`config.mk`:
```
export PLATFORM = sky130hd
export DESIGN_NAME = prog_loader_flat
export DESIGN_NICKNAME = d
export VERILOG_FILES = /design/src/rtl/prog_loader_if.sv /design/src/rtl/prog_loader.sv /design/src/flat_wrapper.sv
export SDC_FILE = /design/constraint.sdc
export NUM_CORES = 1
export LEC_CHECK = 0
export CELL_PAD_IN_SITES_DETAIL_PLACEMENT = 1
export CELL_PAD_IN_SITES_GLOBAL_PLACEMENT = 2
export CORE_MARGIN = 8
export CORE_UTILIZATION = 36
export CTS_CLUSTER_DIAMETER = 40
export DETAILED_ROUTE_END_ITERATION = 16
export GPL_TIMING_DRIVEN = 0
export PLACE_DENSITY = 0.81
export SLEW_MARGIN = 20
export SYNTH_ARGS = -nofsm -noshare
export SYNTH_HDL_FRONTEND = slang
export SYNTH_SLANG_ARGS = --single-unit
export TNS_END_PERCENT = 100
```
`constraint.sdc`:
```
create_clock -name clk -period 2 [get_ports clk]
set_input_delay 0.4 -clock clk [delete_from_list [all_inputs] [get_ports clk]]
set_output_delay 0.4 -clock clk [all_outputs]
set_load 0.01 [all_outputs]
```
`src/rtl/prog_loader_if.sv`:
```
// Instruction-store write port driven by the boot loader.
interface prog_loader_if;
  logic        mem_ce;
  logic        mem_wre;
  logic [10:0] mem_ad;
  logic [15:0] mem_din;

  modport master (output mem_ce, mem_wre, mem_ad, mem_din);
  modport slave  (input  mem_ce, mem_wre, mem_ad, mem_din);
endinterface

```
`src/rtl/prog_loader.sv`:
```
// UART boot loader: receives a framed, checksummed program image and writes
// 16-bit words into the instruction store while holding `loading` high.
module prog_loader #(
  parameter int unsigned CLKS_PER_BIT = 234,
  parameter int unsigned TIMEOUT_CLKS = 1048576
) (
  input  logic            clk,
  input  logic            rst,
  input  logic            uart_rx,
  prog_loader_if.master   mem,
  output logic            loading,
  output logic            done,
  output logic            err
);
  localparam int unsigned CW = $clog2(CLKS_PER_BIT + 1);
  localparam int unsigned TW = $clog2(TIMEOUT_CLKS + 1);
  localparam logic [CW-1:0] HALF_LAST = CW'(CLKS_PER_BIT / 2 - 1);
  localparam logic [CW-1:0] BIT_LAST  = CW'(CLKS_PER_BIT - 1);
  localparam logic [TW-1:0] TMO_LAST  = TW'(TIMEOUT_CLKS - 1);

  typedef enum logic [1:0] {RX_HUNT, RX_START, RX_DATA, RX_STOP} rx_state_t;
  typedef enum logic [2:0] {IDLE, LEN_HI, LEN_LO, DATA_LO, DATA_HI, CSUM} state_t;

  logic            rx_meta, rx_sync, rx_prev;
  rx_state_t       rx_state, rx_state_n;
  logic [CW-1:0]   rx_cnt, rx_cnt_n;
  logic [2:0]      rx_bit, rx_bit_n;
  logic [7:0]      rx_shift, rx_shift_n;
  logic            rx_valid, rx_valid_n, rx_ferr, rx_ferr_n;

  state_t          state, state_n;
  logic [7:0]      len_hi, len_hi_n, lo_byte, lo_byte_n, csum, csum_n;
  logic [11:0]     remain, remain_n;
  logic [10:0]     addr, addr_n, ad, ad_n;
  logic [15:0]     din, din_n, len;
  logic [TW-1:0]   tmo, tmo_n;
  logic            wre, wre_n, loading_n, done_n, err_n, abort;

  always_ff @(posedge clk or negedge rst) begin
    if (!rst) begin
      rx_meta  <= 1'b1;
      rx_sync  <= 1'b1;
      rx_prev  <= 1'b1;
      rx_state <= RX_HUNT;
      rx_cnt   <= '0;
      rx_bit   <= '0;
      rx_shift <= '0;
      rx_valid <= 1'b0;
      rx_ferr  <= 1'b0;
    end else begin
      rx_meta  <= uart_rx;
      rx_sync  <= rx_meta;
      rx_prev  <= rx_sync;
      rx_state <= rx_state_n;
      rx_cnt   <= rx_cnt_n;
      rx_bit   <= rx_bit_n;
      rx_shift <= rx_shift_n;
      rx_valid <= rx_valid_n;
      rx_ferr  <= rx_ferr_n;
    end
  end

  always_comb begin
    rx_state_n = rx_state;
    rx_cnt_n   = rx_cnt + 1'b1;
    rx_bit_n   = rx_bit;
    rx_shift_n = rx_shift;
    rx_valid_n = 1'b0;
    rx_ferr_n  = 1'b0;
    case (rx_state)
      RX_HUNT: begin
        rx_cnt_n = '0;
        if (rx_prev && !rx_sync) rx_state_n = RX_START;
      end
      RX_START: if (rx_cnt == HALF_LAST) begin
        // A start bit that is high again at mid-bit was a glitch.
        rx_cnt_n   = '0;
        rx_bit_n   = '0;
        rx_state_n = rx_sync ? RX_HUNT : RX_DATA;
      end
      RX_DATA: if (rx_cnt == BIT_LAST) begin
        rx_cnt_n   = '0;
        rx_shift_n = {rx_sync, rx_shift[7:1]};
        rx_bit_n   = rx_bit + 1'b1;
        if (rx_bit == 3'd7) rx_state_n = RX_STOP;
      end
      RX_STOP: if (rx_cnt == BIT_LAST) begin
        rx_cnt_n   = '0;
        rx_state_n = RX_HUNT;
        rx_valid_n = rx_sync;
        rx_ferr_n  = !rx_sync;
      end
      default: rx_state_n = RX_HUNT;
    endcase
  end

  always_ff @(posedge clk or negedge rst) begin
    if (!rst) begin
      state   <= IDLE;
      len_hi  <= '0;
      lo_byte <= '0;
      csum    <= '0;
      remain  <= '0;
      addr    <= '0;
      ad      <= '0;
      din     <= '0;
      tmo     <= '0;
      wre     <= 1'b0;
      loading <= 1'b0;
      done    <= 1'b0;
      err     <= 1'b0;
    end else begin
      state   <= state_n;
      len_hi  <= len_hi_n;
      lo_byte <= lo_byte_n;
      csum    <= csum_n;
      remain  <= remain_n;
      addr    <= addr_n;
      ad      <= ad_n;
      din     <= din_n;
      tmo     <= tmo_n;
      wre     <= wre_n;
      loading <= loading_n;
      done    <= done_n;
      err     <= err_n;
    end
  end

  assign len = {len_hi, rx_shift};

  always_comb begin
    state_n   = state;
    len_hi_n  = len_hi;
    lo_byte_n = lo_byte;
    csum_n    = csum;
    remain_n  = remain;
    addr_n    = addr;
    ad_n      = ad;
    din_n     = din;
    wre_n     = 1'b0;
    loading_n = loading;
    done_n    = done;
    err_n     = err;
    tmo_n     = (state == IDLE || rx_valid) ? '0 : tmo + 1'b1;
    abort     = (state != IDLE) && (rx_ferr || (!rx_valid && tmo == TMO_LAST));
    case (state)
      IDLE: if (rx_valid && rx_shift == 8'hA5) begin
        done_n    = 1'b0;
        err_n     = 1'b0;
        addr_n    = '0;
        csum_n    = '0;
        loading_n = 1'b1;
        state_n   = LEN_HI;
      end
      LEN_HI: if (rx_valid) begin
        len_hi_n = rx_shift;
        state_n  = LEN_LO;
      end
      LEN_LO: if (rx_valid) begin
        if (len == 16'd0)          state_n = CSUM;
        else if (len > 16'd2048)   abort   = 1'b1;
        else begin
          remain_n = len[11:0];
          state_n  = DATA_LO;
        end
      end
      DATA_LO: if (rx_valid) begin
        lo_byte_n = rx_shift;
        csum_n    = csum + rx_shift;
        state_n   = DATA_HI;
      end
      DATA_HI: if (rx_valid) begin
        csum_n   = csum + rx_shift;
        wre_n    = 1'b1;
        ad_n     = addr;
        din_n    = {rx_shift, lo_byte};
        addr_n   = addr + 1'b1;
        remain_n = remain - 1'b1;
        state_n  = (remain == 12'd1) ? CSUM : DATA_LO;
      end
      CSUM: if (rx_valid) begin
        if (rx_shift == csum) done_n = 1'b1;
        else                  err_n  = 1'b1;
        loading_n = 1'b0;
        state_n   = IDLE;
      end
      default: state_n = IDLE;
    endcase
    if (abort) begin
      state_n   = IDLE;
      err_n     = 1'b1;
      loading_n = 1'b0;
      wre_n     = 1'b0;
    end
  end

  assign mem.mem_ce  = wre;
  assign mem.mem_wre = wre;
  assign mem.mem_ad  = ad;
  assign mem.mem_din = din;
endmodule

```
`src/flat_wrapper.sv`:
```
// flat-port wrapper written by rule: the top's interface ports become plain ports
module prog_loader_flat 
#(
  parameter int unsigned CLKS_PER_BIT = 234,
  parameter int unsigned TIMEOUT_CLKS = 1048576
)
  (clk, rst, uart_rx, loading, done, err, mem_mem_ce, mem_mem_wre, mem_mem_ad, mem_mem_din);
  prog_loader_if mem_i ();
  input  logic clk;
  input  logic rst;
  input  logic uart_rx;
  output logic loading;
  output logic done;
  output logic err;
  output wire logic [$bits(mem_i.mem_ce)-1:0] mem_mem_ce;
  output wire logic [$bits(mem_i.mem_wre)-1:0] mem_mem_wre;
  output wire logic [$bits(mem_i.mem_ad)-1:0] mem_mem_ad;
  output wire logic [$bits(mem_i.mem_din)-1:0] mem_mem_din;
  assign mem_mem_ce = mem_i.mem_ce;
  assign mem_mem_wre = mem_i.mem_wre;
  assign mem_mem_ad = mem_i.mem_ad;
  assign mem_mem_din = mem_i.mem_din;
  prog_loader #(.CLKS_PER_BIT(CLKS_PER_BIT), .TIMEOUT_CLKS(TIMEOUT_CLKS)) u_core (.clk(clk), .rst(rst), .uart_rx(uart_rx), .mem(mem_i), .loading(loading), .done(done), .err(err));
endmodule
```
==> summary.txt <==
CTS
  • Clock sink count: 128
  • CTS tree: built
  • Max Root-Sink Buffers: 2
  • CTS clock-pin slew for the worst setup and hold paths: 0.06 ns
  • H-tree levels: 4
  • Worst skew pair latency: 0.42 ns
  • CTS buffer count: 17
  • CTS root buf: clkbuf_16

Synth
  • Post-Synth Simple-Gate Area: 19.9%
  • Largest family of logic cells by synthesized area: simple AND/OR/NAND/NOR gates
  • Yosys warns: 0
  • Syn Nets: 641
  • Top_reg_cell synth: dfrtp_1
  • Post-Syn Instances: 617
  • Top-area cell type share of the netlist area: 49.4%
  • Post-synth cell types: 69
  • Syn Std Cell Area: 6330 sq um
  • EDFF count, synth: 0
  • Mean Syn Cell Area: 10.3 sq um
  • Xor/xnor cell area share of the yosys netlist: 5.54%
  • Mux cell area share after synthesis: 7.63%
  • Synth area leader: dfrtp_1
  • Largest cells by area after synthesis: dfrtp_1 (49%), mux2_2 (7.5%), nand2_1 (4.5%), nor2_1 (4.3%), ha_1 (4.0%)
  • Synth Area in Adders: 4.27%
  • Seq/Total Area, Yosys: 50.7%
  • Synth Area in Compound Gates: 9.20%
  • FFs w/ async S/R, synth: 100%
  • Register bit count reported by yosys: 128

Finish
  • Layout net count: 734
  • Share of cells above drive strength 1: 28.8%
  • Most frequent cells in the layout: dfrtp_1 (119), nand2_1 (75), nor2_1 (70)
  • Fillers: 1851
  • Ant. Diodes: 0
  • Multi-input gate area: 3380 sq um
  • Layout area overhead: 33.5%
  • Register area: 3210 sq um
  • Most common cell after layout, fill and taps aside: dfrtp_1

Critical path
  • Worst path buffer plus inverter count: 0
  • Crit Path Category: flip-flop to flip-flop
  • Slowest CP cell: dfrtp_2
  • CP arrival: 2.40 ns
  • Reg-to-reg startpoint: u_core.rx_shift[0]
  • Critical Path RT: 2.30 ns
  • R2R Path End: u_core.csum[6]
  • Instance count on the critical path: 7
  • CP endpoint kind: flip-flop
  • Worst Path Max Fanout: 5
  • Nature of the critical path startpoint: flip-flop
  • Critical Path End: u_core.csum[6]
  • Critical Path Start: u_core.rx_shift[0]
  • CP peak stage delay: 0.48 ns
  • Crit path cell chain: ha_4, fa_2, a21o_1, a21oi_4, nor4b_2, o41ai_2, o21ai_1
  • R2r worst-path depth: 7
  • R2R setup slack: -0.1 ns
  • Worst path top cell family by delay: compound AO/OA/AOI/OAI gates

Global routing
  • Total Routing Usage GR: 16.3%
  • Initial antenna violation count: 0
  • Largest net degree at the start of global routing: 66
  • First-pass GRT wire length: 28700 um
  • Vias in the first global route: 5505
  • GR Overflow Total: 0

Pwr
  • Peak VDD IR: 0.599 mV
  • Total power: 6.62 mW
  • PwrDens: 784 nW/um^2
  • Leak: 3.72 nW

Die
  • Core area: 17200 sq um
  • Ports: 35
  • Initial core utilization: 36.7%
  • Die width: 149 um
  • Die Y: 149 um
  • DIE AREA: 22100 sq um
  • Row count: 48

STA
  • Worst Tran Pin Value: 0.676 ns
  • RSZ-0062 raised after global routing: true
  • Post-route minimum period: 2.10 ns
  • Slew Limit Fails: 0
  • Fin. Hold Viols: 0
  • Final setup viols: 2
  • Crit share post-route: 105%
  • Setup TNS: -0.0982 ns
  • Relative slew slack: 54.7%
  • Fmax: 477 MHz
  • Clock Skew: 0.00861 ns
  • Final setup margin: -0.0951 ns

Detailed routing
  • Via count: 5007
  • Vias per cell: 5.28
  • Remaining DRCs: 0
  • Number of DRC markers in iteration 0: 192
  • Antenna viol nets, final: 0
  • Pre-antenna DRT Iters: 4
  • DRT Wirelength: 17400 um
  • WL/cell: 18.3 um

Placement
  • Gpl congestion: 0.800
  • Port Buffers: 34
  • Dpl hpwl: 11400 um

Run status
  • Status: finished with violations
  • Failing checks: setup timing

Worst hold path
  • Type of the tightest min-delay check: flip-flop to flip-flop

Flow run
  • Max_cap viols: 0
==> flip-flops by register name (all words and copies together) (netlist names), named ones only <==
| register | flops |
|---|---|
| u_core.rx_shift | 8 |
| u_core.len_hi | 8 |
| u_core.lo_byte | 8 |
| u_core.rx_ferr | 1 |
| u_core.mem.mem_din | 16 |
| u_core.rx_valid | 1 |
| u_core.state | 3 |
| u_core.addr | 11 |
| u_core.rx_sync | 1 |
| u_core.loading | 1 |
| u_core.rx_cnt | 8 |
| u_core.csum | 8 |
| u_core.rx_bit | 3 |
| u_core.rx_state | 1 |
| u_core.tmo | 21 |
| u_core.done | 1 |
| u_core.mem.mem_ce | 1 |
| u_core.remain | 12 |
| u_core.rx_meta | 1 |
| u_core.err | 1 |
| u_core.rx_prev | 1 |
| u_core.mem.mem_ad | 11 |
==> Yosys cell counts (all sizes together), types with 2 or more instances <==
master and number:
o211ai 3, or2 2, o31ai 8, inv 16, a41oi 2, clkbuf 17
xnor2 18, xor2 22, a32oi 2, nor4b 2, a22o 2, o21ai 26
buf 10, nor2b 4, o41ai 2, nand3 23, nand4 11, nand2 76
dfrtp 125, or3b 2, and3 9, or4 3, nand4b 2, a2bb2oi 4
dfstp 3, nand2b 5, mux2 42, nor3 22, nor3b 2, nor2 73
and2 2, ha 20, a31oi 3, and4 5, a21oi 14, a211oi 2
nor4 9, o21bai 2
==> kinds of logic (layout without fill, tap and decap cells) <==
family / count (synthesis) / in the layout
buffers and inverters: 43 / 149
adders and majority gates: 21 / 21
xor gates and xnor gates: 40 / 40
muxes: 43 / 43
DFF: 128 / 128
AOI/OAI and AO/OA: 85 / 85
and+or+nand+nor: 257 / 257
==> per-stage QoR <==
step,hold WS [ns],std cells,setup WS (ns),area (sq um),util (%)
after global routing,0.358,948,-0.171,8450,49.0
after global placement,0.346,876,-4.63,6950,40.3
after CTS,0.357,928,-0.0733,8060,46.8
after floorplan,0.104,617,0.0323,6330,-
after detailed placement,0.348,877,-0.400,6990,40.5
final,0.356,948,-0.0951,8450,49.0
==> worst min path at each step <==
stage	startpoint	endpoint	depth (start not counted)	slack (ns)
5_1_grt	u_core.rx_meta	u_core.rx_sync	0	0.36
2_1_floorplan	rst	async pin	0	0.10
3_5_place_dp	u_core.rx_meta	u_core.rx_sync	0	0.35
6_report	u_core.rx_meta	u_core.rx_sync	0	0.36
3_3_place_gp	u_core.rx_meta	u_core.rx_sync	0	0.35
4_1_cts	u_core.rx_meta	u_core.rx_sync	0	0.36
==> final cells by class <==
class                      count  share of cell area (%)
tap                          225                    3.33
multi-input combinational    446                    40.0
sequential                   128                    38.1
timing repair buffer          78                    8.58
clock inverter                13                    2.50
inverter                      16                   0.711
buffer                        23                    1.70
clock buffer                  19                    5.13
==> power breakdown <==
group / total, mW / internal [mW] / switching, mW
sequential: 2.69 / 2.64 / 0.0493
clock: 3.41 / 2.21 / 1.20
combinational: 0.517 / 0.187 / 0.330
==> routing by layer <==
layer / routed length (um) / part of all wire [%] / vias to the layer above / global-route usage, %
met3: 671 / 3.9 / 25 / 4.01
met2: 9040 / 52 / 77 / 27.9
met1: 7370 / 42 / 2553 / 19.6
met4: 283 / 1.6 / 0 / 5.86
li1: - / - / 2352 / -
met5: 0 / 0 / - / 0
==> what timing repair did <==
item,4_1_cts,5_1_grt
hold buffers,1,0
hold endpoints to repair,64,0
buffers inserted,20,22
pin swaps,13,17
gates resized for setup,61,52
cloned,0,1
setup endpoints to repair,75,59
Power figures use the tool's default switching activity.
